==> config.mk <==
export PLATFORM = sky130hd
export DESIGN_NAME = mips_bus_arbiter
export DESIGN_NICKNAME = d
export VERILOG_FILES = /design/src/rtl/mips_bus_pkg.sv /design/src/rtl/mips_bus_watchdog.sv /design/src/rtl/mips_bus_arbiter.sv
export SDC_FILE = /design/constraint.sdc
export NUM_CORES = 1
export LEC_CHECK = 0
export BUFFER_PORTS_ARGS = -buffer_cell sky130_fd_sc_hd__buf_4
export CAP_MARGIN = 20
export CORE_AREA = 2 2 106 108
export DETAILED_ROUTE_END_ITERATION = 16
export DIE_AREA = 0 0 108 110
export SYNTH_ARGS = -nofsm -noshare
export SYNTH_HDL_FRONTEND = slang
export SYNTH_SLANG_ARGS = --single-unit
==> constraint.sdc <==
create_clock -name clk -period 2 [get_ports clk]
set_input_delay 0.2 -clock clk [delete_from_list [all_inputs] [get_ports clk]]
set_output_delay 0.2 -clock clk [all_outputs]
set_load 0.005 [all_outputs]
==> src/rtl/mips_bus_pkg.sv <==
// Shared types and constants for the MIPS instruction/data bus arbiter.
// Included by the watchdog and the arbiter top.
package mips_bus_pkg;

  localparam int ADDR_W = 32;
  localparam int DATA_W = 32;
  localparam int BE_W   = 4;

  localparam logic [DATA_W-1:0] ERR_READDATA = 32'hDEADBEEF;

  typedef enum logic [1:0] {
    IDLE    = 2'd0,
    GRANT_I = 2'd1,
    GRANT_D = 2'd2
  } arb_state_t;

endpackage

==> src/rtl/mips_bus_watchdog.sv <==
// Wait-state counter for one bus transaction.
// Flags expiry on the wait cycle that reaches TIMEOUT_CYCLES.
module mips_bus_watchdog
  import mips_bus_pkg::*;
#(
  parameter int TIMEOUT_CYCLES = 16
) (
  input  logic clk,
  input  logic reset,
  input  logic clear,
  input  logic count,
  output logic expired
);

  localparam logic [15:0] LAST = 16'(TIMEOUT_CYCLES - 1);

  logic [15:0] r_cnt;

  // The current wait cycle is the one that reaches the limit.
  assign expired = count && (r_cnt == LAST);

  // Count wait cycles; cleared while idle so each grant starts at zero.
  always_ff @(posedge clk) begin
    if (reset || clear) r_cnt <= '0;
    else if (count)     r_cnt <= r_cnt + 16'd1;
  end

endmodule

==> src/rtl/mips_bus_arbiter.sv <==
// Two-master (instruction/data) to one-bus arbiter with watchdog timeout.
// Define ARB_ROUND_ROBIN_EN for round-robin instead of fixed d priority.
module mips_bus_arbiter
  import mips_bus_pkg::*;
#(
  parameter int TIMEOUT_CYCLES = 16
) (
  input  logic              clk,
  input  logic              reset,
  input  logic [ADDR_W-1:0] i_address,
  input  logic              i_read,
  output logic              i_waitrequest,
  output logic [DATA_W-1:0] i_readdata,
  input  logic [ADDR_W-1:0] d_address,
  input  logic              d_read,
  input  logic              d_write,
  input  logic [DATA_W-1:0] d_writedata,
  input  logic [BE_W-1:0]   d_byteenable,
  output logic              d_waitrequest,
  output logic [DATA_W-1:0] d_readdata,
  output logic [ADDR_W-1:0] address,
  output logic              read,
  output logic              write,
  output logic [DATA_W-1:0] writedata,
  output logic [BE_W-1:0]   byteenable,
  input  logic              waitrequest,
  input  logic [DATA_W-1:0] readdata,
  output logic              bus_error
);

  arb_state_t r_state;
  arb_state_t w_next;
  logic       w_d_req;
  logic       w_grant;
  logic       w_expired;
  logic       w_done;
  logic       w_pick_d;
  logic       r_bus_error;

  assign w_d_req = d_read || d_write;
  assign w_grant = (r_state != IDLE);

`ifdef ARB_ROUND_ROBIN_EN
  logic r_pref_d;

  assign w_pick_d = w_d_req && (!i_read || r_pref_d);

  // Remember who was served so the other master wins the next tie.
  always_ff @(posedge clk) begin
    if (reset)                            r_pref_d <= 1'b1;
    else if (r_state == IDLE && w_next != IDLE) r_pref_d <= (w_next == GRANT_I);
  end
`else
  assign w_pick_d = w_d_req;
`endif

  mips_bus_watchdog #(
    .TIMEOUT_CYCLES(TIMEOUT_CYCLES)
  ) u_wdog (
    .clk    (clk),
    .reset  (reset),
    .clear  (!w_grant),
    .count  (w_grant && waitrequest),
    .expired(w_expired)
  );

  // A reset edge abandons the grant, so never report completion then.
  assign w_done = w_grant && !reset && (!waitrequest || w_expired);

  // State register.
  always_ff @(posedge clk) begin
    if (reset) r_state <= IDLE;
    else       r_state <= w_next;
  end

  // Sticky timeout flag.
  always_ff @(posedge clk) begin
    if (reset)                     r_bus_error <= 1'b0;
    else if (w_grant && w_expired) r_bus_error <= 1'b1;
  end

  assign bus_error = r_bus_error;

  // Next-state selection and bus/port output muxing.
  always_comb begin
    w_next        = r_state;
    address       = '0;
    read          = 1'b0;
    write         = 1'b0;
    writedata     = '0;
    byteenable    = '0;
    i_waitrequest = i_read;
    d_waitrequest = w_d_req;
    i_readdata    = readdata;
    d_readdata    = readdata;
    unique case (r_state)
      IDLE: begin
        if (w_pick_d)    w_next = GRANT_D;
        else if (i_read) w_next = GRANT_I;
      end
      GRANT_I: begin
        address    = i_address;
        read       = i_read;
        byteenable = {BE_W{1'b1}};
        if (w_done) begin
          w_next        = IDLE;
          i_waitrequest = 1'b0;
          if (waitrequest) i_readdata = ERR_READDATA;
        end
      end
      GRANT_D: begin
        address    = d_address;
        read       = d_read && !d_write;
        write      = d_write;
        writedata  = d_writedata;
        byteenable = d_byteenable;
        if (w_done) begin
          w_next        = IDLE;
          d_waitrequest = 1'b0;
          if (waitrequest) d_readdata = ERR_READDATA;
        end
      end
      default: w_next = IDLE;
    endcase
  end

endmodule

# Yosys cells after proc, flatten, opt, wreduce, memory -nomap -nowiden
# Cells that the tools add are included.
# word_totals
reg_bits	19
inputBits	138
output_inout_bits	137
word_cells	43
# classes
add_sub_neg	1
n_eq_ne	5
mux	17
n_reduce_logical	17
# op_table
cell	n
two-way mux 32 bit	5
one-hot mux 32 bit (2 select lines)	1
adder 16 x 1 -> 16 bit (second input constant)	1
== test 16 x 4 -> 1 bit (second input constant)	1
one-hot mux 4 bit (2 select lines)	1
logical AND 1 bit	6
two-way mux 2 bit	3
two-way mux 1 bit	5
zero test 1 bit	4
one-hot mux 2 bit (2 select lines)	1
logical OR 1 bit	3
inequality test 3 bit (second input constant)	1
== test 2 x 1 -> 1 bit (second input constant)	1
== test 2 bit (second input constant)	1
zero test 2 bit	1
inequality test 2 x 1 -> 1 bit (second input constant)	1
one-hot mux 1 bit (2 select lines)	1
AND reduction 2 bit	1
nonzero test 2 bit	1
OR reduction 2 bit	1

# Depth between registers and ports, before layout
# Gate-level depths: netlist of the first run.
# logic_depth
word_depth	7
depth_mapped	8
ltp_nobuf	6

# By module
# Synthesis of the first run repeated with hierarchy kept, for this count alone.
# unflattened
hier_cells	318
hier_area_um2	2313.5
# by_module_without_submodules
mod	instances	cells_per_inst	area_per_inst_um2	seq_area_each_um2
mips_bus_arbiter	1	223	1495.2	60.1
mips_bus_watchdog	1	95	818.3	320.3

# Worst setup path after synthesis of the first run
# No wires, ideal clock.
# synth_path
path_type	flip-flop to output port
from	register r_state[0]
to	output port d_readdata[14]
t_arrival_ns	1.849
required_time_ns	1.800
setup_slack_ns	-0.049
stages_incl_launch_ff	9
n_path_buf	2
path_cell_list	dfxtp_1 > inv_1 > ha_1 > or2_2 > clkbuf_1 > nor4_4 > nand3_2 > buf_6 > and2_1
# synth_via
elab_chain_cells	7
elab_cells_between_ends	9
cone_classes	1 x eq/ne; 2 x mux; 6 x reduce/logical
# synth_rtl
item	line_no	source
from (decl)	mips_bus_arbiter.sv:31	arb_state_t r_state;
from (signal assigned)	mips_bus_arbiter.sv:73	else r_state <= w_next;
nonzero test 2 bit	mips_bus_arbiter.sv:41	assign w_grant = (r_state != IDLE);
logical AND 1 bit	mips_bus_arbiter.sv:63	.count (w_grant && waitrequest),
logical AND 1 bit	mips_bus_watchdog.sv:20	assign expired = count && (r_cnt == LAST);
logical OR 1 bit	mips_bus_arbiter.sv:68	assign w_done = w_grant && !reset && (!waitrequest || w_expired);
logical AND 1 bit	mips_bus_arbiter.sv:68	
two-way mux 32 bit	-	
two-way mux 32 bit *	mips_bus_arbiter.sv:96	unique case (r_state)
to (decl)	mips_bus_arbiter.sv:20	output logic [DATA_W-1:0] d_readdata,
# Mark *: on every way between the ends. The rest lies on a longest branch, timed or not.

# Worst setup path after layout of the first run
# layout_path
from	register u_wdog.r_cnt[9]
to	output port d_readdata[31]
# layout_via
elab_chain_cells	6
# layout_rtl
item	line_no	source
from (decl)	mips_bus_watchdog.sv:17	logic [15:0] r_cnt;
from (signal assigned)	mips_bus_watchdog.sv:25	else if (count) r_cnt <= r_cnt + 16'd1;
== test 16 x 4 -> 1 bit	mips_bus_watchdog.sv:20	
logical AND 1 bit	mips_bus_watchdog.sv:20	
logical OR 1 bit	mips_bus_arbiter.sv:68	
logical AND 1 bit	mips_bus_arbiter.sv:68	
two-way mux 32 bit	-	
two-way mux 32 bit	mips_bus_arbiter.sv:96	
# No other way between the ends.

==> results of run 1 <==
synthesized netlist by cell type, drive strengths merged:
| cell type | number |
|---|---|
| and2 | 50 |
| nand2b | 48 |
| nor2b | 36 |
| a22oi | 32 |
| dfxtp | 19 |
| nor2 | 16 |
| clkbuf | 14 |
| buf | 11 |
| a21oi | 10 |
| inv | 7 |
| nand2 | 7 |
| nand4 | 6 |
| o21ai | 6 |
| or3 | 6 |
| xor2 | 6 |
| nand3 | 5 |
| ha | 4 |
| xnor2 | 4 |
| or4 | 3 |
| a31oi | 2 |
| and4 | 2 |
| and4b | 2 |
| o211ai | 2 |
| or2 | 2 |
| a21boi | 1 |
| a2bb2oi | 1 |
| a32oi | 1 |
| mux2i | 1 |
| nand3b | 1 |
| nand4b | 1 |
| nor3 | 1 |
| nor4 | 1 |
| nor4b | 1 |
| o2111ai | 1 |
| o21a | 1 |
area by class of cell:
type | count | area share
inverter | 7 | 0.00509
clock inverter | 1 | 0.000969
timing repair buffer | 311 | 0.503
tap | 140 | 0.0339
clock buffer | 3 | 0.00800
sequential | 19 | 0.0744
multi-input combinational | 261 | 0.374
antenna | 1 | 0.000485
stage by stage:
stage	power, mW	setup WS (ns)	cell area, sq um	utilization	hold slack (ns)
finish	3.12	-0.321	5160	0.483	0.108
global route	3.38	-0.399	5160	0.483	0.108
CTS	3.01	-0.346	4770	0.446	0.0959
detailed placement	2.69	-0.144	4600	0.430	0.382
global placement	2.66	-0.0929	4600	0.430	0.386
floorplan	1.51	0.0118	2230	-	0.262
sequential cells by signal (all words and copies together) (netlist names):
| name | flops |
|---|---|
| u_wdog.r_cnt | 16 |
| bus_error | 1 |
| r_state | 2 |
routing by layer:
layer	track usage	share of wire	vias up	wire length [um]
met3	0.0294	0.087	3	993
met1	0.182	0.38	1516	4320
met5	0	0	-	0
li1	-	-	1643	-
met2	0.309	0.53	167	6050
met4	0.0321	0.0027	0	31
power groups by stage:
stage,logic [mW],clock network [mW],registers [mW]
floorplan,1.09,0,0.421
global placement,2.24,0,0.421
detailed placement,2.27,0,0.421
CTS,2.31,0.288,0.412
global route,2.65,0.313,0.421
finish,2.43,0.280,0.416
what timing repair did:
item	in CTS	in global routing
pin swaps	1	14
gates cloned	2	1
gates resized for setup	5	78
setup buffers	4	3
endpoints found under the setup margin	76	92
worst max-delay path, cell delays in order, from the launching register on:
cell,delay (ns)
dfxtp_2,0.32
or4_4,0.55
nor4_4,0.23
buf_6,0.17
nand3_4,0.10
buf_12,0.16
buf_16,0.15
nand2b_4,0.07
buf_6,0.09
path summary, 6_finish.rpt:
kind	endpoint	from	slack, ns
hold reg to reg	bus_error	bus_error	0.49
setup reg to reg	r_state[0]	r_state[0]	0.12
setup / recovery	d_readdata[31]	u_wdog.r_cnt[9]	-0.32
hold / removal	r_state[1]	reset	0.11
cells by family after synthesis:
| kind of cell | share of synthesized area |
|---|---|
| flops | 0.171 |
| simple gates | 0.524 |
| fa+ha+maj | 0.0225 |
| xor+xnor | 0.0395 |
| buf+inv | 0.0631 |
| compound gates | 0.175 |
| mux | 0.00451 |
==> impl_metrics.tcl, run 1 <==
set metrics [dict create \
    number_of_antenna_violations_at_the_first_check_in_global_routing 1 \
    timing.setup.critical_path_class "reg -> out" \
    routed-via-count 3329 \
    chipWidth_um 108 \
    overflow 0 \
    syn_inst 311 \
    timing.reg2reg.worst_path_depth 8 \
    result_of_the_run "finished with violations" \
    cts_buffer_depth 2 \
    postSynthAreaPerCell_sq_um 7.14 \
    floorplan.rows 38 \
    design.portCount 275 \
    synth_nets 453 \
    critical_path_data_arrival_time_ns 2.12 \
    finalHoldViolations 0 \
    final_cells 743 \
    ir_drop_uv 448 \
    layout-drive-gt1-share 0.605 \
    dpl.hpwl_um 9130 \
    route.detailed.wl_per_inst_um 15.3 \
    cell_internal_pwr_mw 1.95 \
    synth_largest_area_cell "dfxtp_1" \
    numPortBuffers 274 \
    skew_ns 0.00212 \
    maximum_number_of_pins_on_one_net_before_global_route_repair 42 \
    power.share.clock 0.090 \
    nNetsFinal 745 \
    groute.usage.overall 0.160 \
    power_frac_seq 0.133 \
    combinationalPowerShare 0.777 \
    power_density_nw_per_um2 605 \
    min_path_cells 2 \
    netSwitchingFraction 0.375 \
    yosys_register_bits 19 \
    netSwitchingPower_mw 1.17 \
    numPlacedInstances 728 \
    endpoint_required_time_on_the_critical_path_ns 1.80 \
    timing.fmax_mhz 431 \
    final_common_cell "buf_4" \
    timing.max_slew.rel_slack 0.813 \
    globalplace.congestion 0.819 \
    drv.max_cap_violation_count 0 \
    cts_root_buf "clkbuf_8" \
    synthTopCellsByArea "dfxtp_1 (17%), and2_1 (14%), nand2b_1 (14%)" \
    synth_largest_type_area_fraction 0.171 \
    cts_tree "done" \
    slew_viol_final 0 \
    clock_sinks 19 \
    area.sequential_sq_um 384 \
    power.static_leakage_nw 2.55 \
    worst-slew-pin-transition_ns 0.279 \
    initialDrtViolationCount 183 \
    setup-violations-final 66 \
    finalCritPeriodShare 1.16 \
    holdBufCountCts 0 \
    post-route-drc-count 0 \
    die_outline_area_sq_um 11900 \
    via_density 4.48 \
    clock_insertion_delay_worst_skew_ns 0.26 \
    synth-seq-area-share 0.171 \
    worst_slack_ns -0.321 \
    crit_path_start_kind "flip-flop" \
    synth_cell_type_count 40 \
    worst_setup_path_end_kind "output pin" \
    violations "setup timing" \
    area_growth_pct 133 \
    min_path_type "in -> reg" \
    die_h_um 110 \
    htree_levels 1 \
    starting_density_of_the_core 0.207 \
    floorplan.core_area_sq_um 10700 \
    first_pass_grt_wire_length_um 15200 \
    grt_setup_unrepaired "true" \
    clkTransAtPathRegs_ns 0.08 \
    cts_inserted_buffers 3 \
    post-route-min-period_ns 2.32 \
    synthesis.area_sq_um 2220 \
    nFillCells 1026 \
    multi_input_comb_area_sq_um 1930 \
    drt_pre_antenna_iters 6 \
    drtAntennaViolNets 0 \
    number_of_global_route_vias_before_repair 3085 \
    detail_route.wirelength_um 11400 \
    leading_cell_types_in_the_layout_fill_and_taps_excluded "buf_4 (267), nor2b_1 (36), and2_1 (35)" \
    setup_tns_ns -17.03 \
    cp_max_fo 8 \
    synth_warnings 0 \
]
No activity file was read; power rests on OpenSTA's default activity.
==> run 2, diff against run 1 <==
Settings changed: CTS_BUF_LIST from default to sky130_fd_sc_hd__clkbuf_16.
==> run 2 against run 1 <==
The run still ends with setup timing left. Sequential power about the same. Critical endpoint is now i_readdata[12]. Via count up 2.2%. Sequential share of layout area is 0.19 points lower. Power up 6.5%. Setup slack worse by 0.054 ns. Clock skew is 0.00060 ns lower. Critical path depth unchanged. Maximum frequency is 2.3% lower. Critical path type unchanged.
==> impl_metrics.tcl, run 2 (synthesis gave the netlist of run 1 again) <==
set metrics [dict create \
    leading_cell_types_in_the_layout_fill_and_taps_excluded "buf_4 (283), nor2b_1 (36), nand2b_1 (34), and2_1 (34), a22oi_1 (32)" \
    worst_setup_path_end_kind "output pin" \
    drtAntennaViolNets 0 \
    number_of_global_route_vias_before_repair 3230 \
    globalplace.congestion 0.819 \
    nFillCells 1009 \
    clock_sinks 19 \
    overflow 0 \
    layout.core_utilization 0.496 \
    grt_setup_unrepaired "true" \
    critical_path.reg2reg.endpoint "u_wdog.r_cnt[11]" \
    finalHoldViolations 0 \
    drt_pre_antenna_iters 4 \
    result_of_the_run "finished with violations" \
    timing.max_slew.rel_slack 0.821 \
    drv.max_cap_violation_count 0 \
    endpoint_required_time_on_the_critical_path_ns 1.80 \
    layout-drive-gt1-share 0.612 \
    finalCritPeriodShare 1.19 \
    cts_buffer_depth 2 \
    final_common_cell "buf_4" \
    nNetsFinal 757 \
    post-route-drc-count 0 \
    max_flop_register "u_wdog.r_cnt" \
    maximum_number_of_pins_on_one_net_before_global_route_repair 42 \
    crit_path_start_kind "flip-flop" \
    min_path_cells 2 \
    floorplan.core_area_sq_um 10700 \
    routed-via-count 3402 \
    numPortBuffers 274 \
    route.detailed.wl_per_inst_um 15.8 \
    min_delay_src "reset" \
    worst-slew-pin-transition_ns 0.265 \
    cts_inserted_buffers 3 \
    setup-violations-final 66 \
    min_path_type "in -> reg" \
    htree_levels 1 \
    violations "setup timing" \
    chipWidth_um 108 \
    clkTransAtPathRegs_ns 0.05 \
    ir_drop_uv 446 \
    skew_ns 0.00152 \
    timing.reg2reg.worst_path_depth 9 \
    starting_density_of_the_core 0.207 \
    timing.fmax_mhz 421 \
    holdBufCountCts 0 \
    initialDrtViolationCount 234 \
    via_density 4.51 \
    design.portCount 275 \
    power_density_nw_per_um2 627 \
    timing.setup.critical_path_class "reg -> out" \
    dpl.hpwl_um 9130 \
    dp_worst_setup_slack_ns -0.144 \
    cp_max_fo 5 \
    first_pass_grt_wire_length_um 16100 \
    clock_insertion_delay_worst_skew_ns 0.25 \
    holdWs_ns 0.127 \
    detail_route.wirelength_um 11900 \
    power.static_leakage_nw 2.62 \
    floorplan.rows 38 \
    cts_tree "done" \
    number_of_antenna_violations_at_the_first_check_in_global_routing 1 \
    groute.usage.overall 0.171 \
    cts_root_buf "clkbuf_16" \
    die_h_um 110 \
    post-route-min-period_ns 2.38 \
    slew_viol_final 0 \
    largest_register_ff_count 16 \
    worst-r2r-setup-slack_ns 0.11 \
    critical_path_data_arrival_time_ns 2.18 \
    die_outline_area_sq_um 11900 \
    hold-path-endpoint "r_state[1]" \
    area_growth_pct 139 \
    worst_slack_ns -0.375 \
    r2r-start "r_state[1]" \
]
run 2: changes by cell type in the layout (fill, tap and decap cells not counted), moves of 2 or more:
| cell | before | now |
|---|---|---|
| buf_16 | 2 | 4 |
| nand2b_1 | 32 | 34 |
| clkbuf_8 | 3 | 0 |
| buf_4 | 267 | 283 |
| clkbuf_16 | 0 | 3 |
| buf_6 | 34 | 29 |
| nand2b_4 | 16 | 14 |
run 2: critical path, stage by stage, from the launching register on:
cell and delay (ns):
dfxtp_2 0.32, or4_4 0.56, nor4_4 0.25, buf_4 0.17, nand3_4 0.13, buf_12 0.17, buf_16 0.13, nand2b_1 0.08
buf_4 0.11
run 2: layer usage:
layer,global-route usage,vias to the layer above,routed length [um]
met5,0,-,0
met4,0.0348,0,63
met3,0.0265,6,955
met2,0.339,179,6470
met1,0.193,1549,4440
li1,-,1668,-
run 2: repair_timing:
item / CTS / global route
gates cloned: 5 / 0
pin swaps: 4 / 22
buffers inserted: 17 / 4
gates resized for setup: 16 / 66
setup endpoints to repair: 67 / 77
run 2: final cells by class:
type                       instances  area [sq um]  share of cell area
inverter                           7          26.3             0.00496
multi-input combinational        261          1940               0.366
clock buffer                       3          75.1              0.0142
clock inverter                     1          5.00            0.000944
tap                              140           175              0.0330
antenna                            1          2.50            0.000472
timing repair buffer             323          2700               0.508
sequential                        19           384              0.0724
run 2: where the power goes:
group | switching [mW] | internal [mW] | total (mW)
clock | 0.150 | 0.268 | 0.418
sequential | 0.0149 | 0.403 | 0.418
combinational | 1.04 | 1.45 | 2.49
run 2: worst max path at each step:
stage,startpoint,end,slack (ns)
finish,u_wdog.r_cnt[6],i_readdata[12],-0.38
global route,u_wdog.r_cnt[6],i_readdata[12],-0.46
CTS,u_wdog.r_cnt[7],d_readdata[0],-0.34
detailed placement,r_state[1],i_readdata[13],-0.14
global placement,r_state[1],i_readdata[13],-0.09
floorplan,r_state[1],d_readdata[14],0.01
run 2: through the flow:
stage          cells  area (sq um)  total power, mW  TNS (ns)
2_1_floorplan    311          2230             1.51         0
3_3_place_gp     728          4600             2.66     -2.42
3_5_place_dp     728          4600             2.69     -3.76
4_1_cts          754          5030             3.24    -19.32
5_1_grt          755          5300             3.58    -24.99
6_report         755          5300             3.32    -19.38
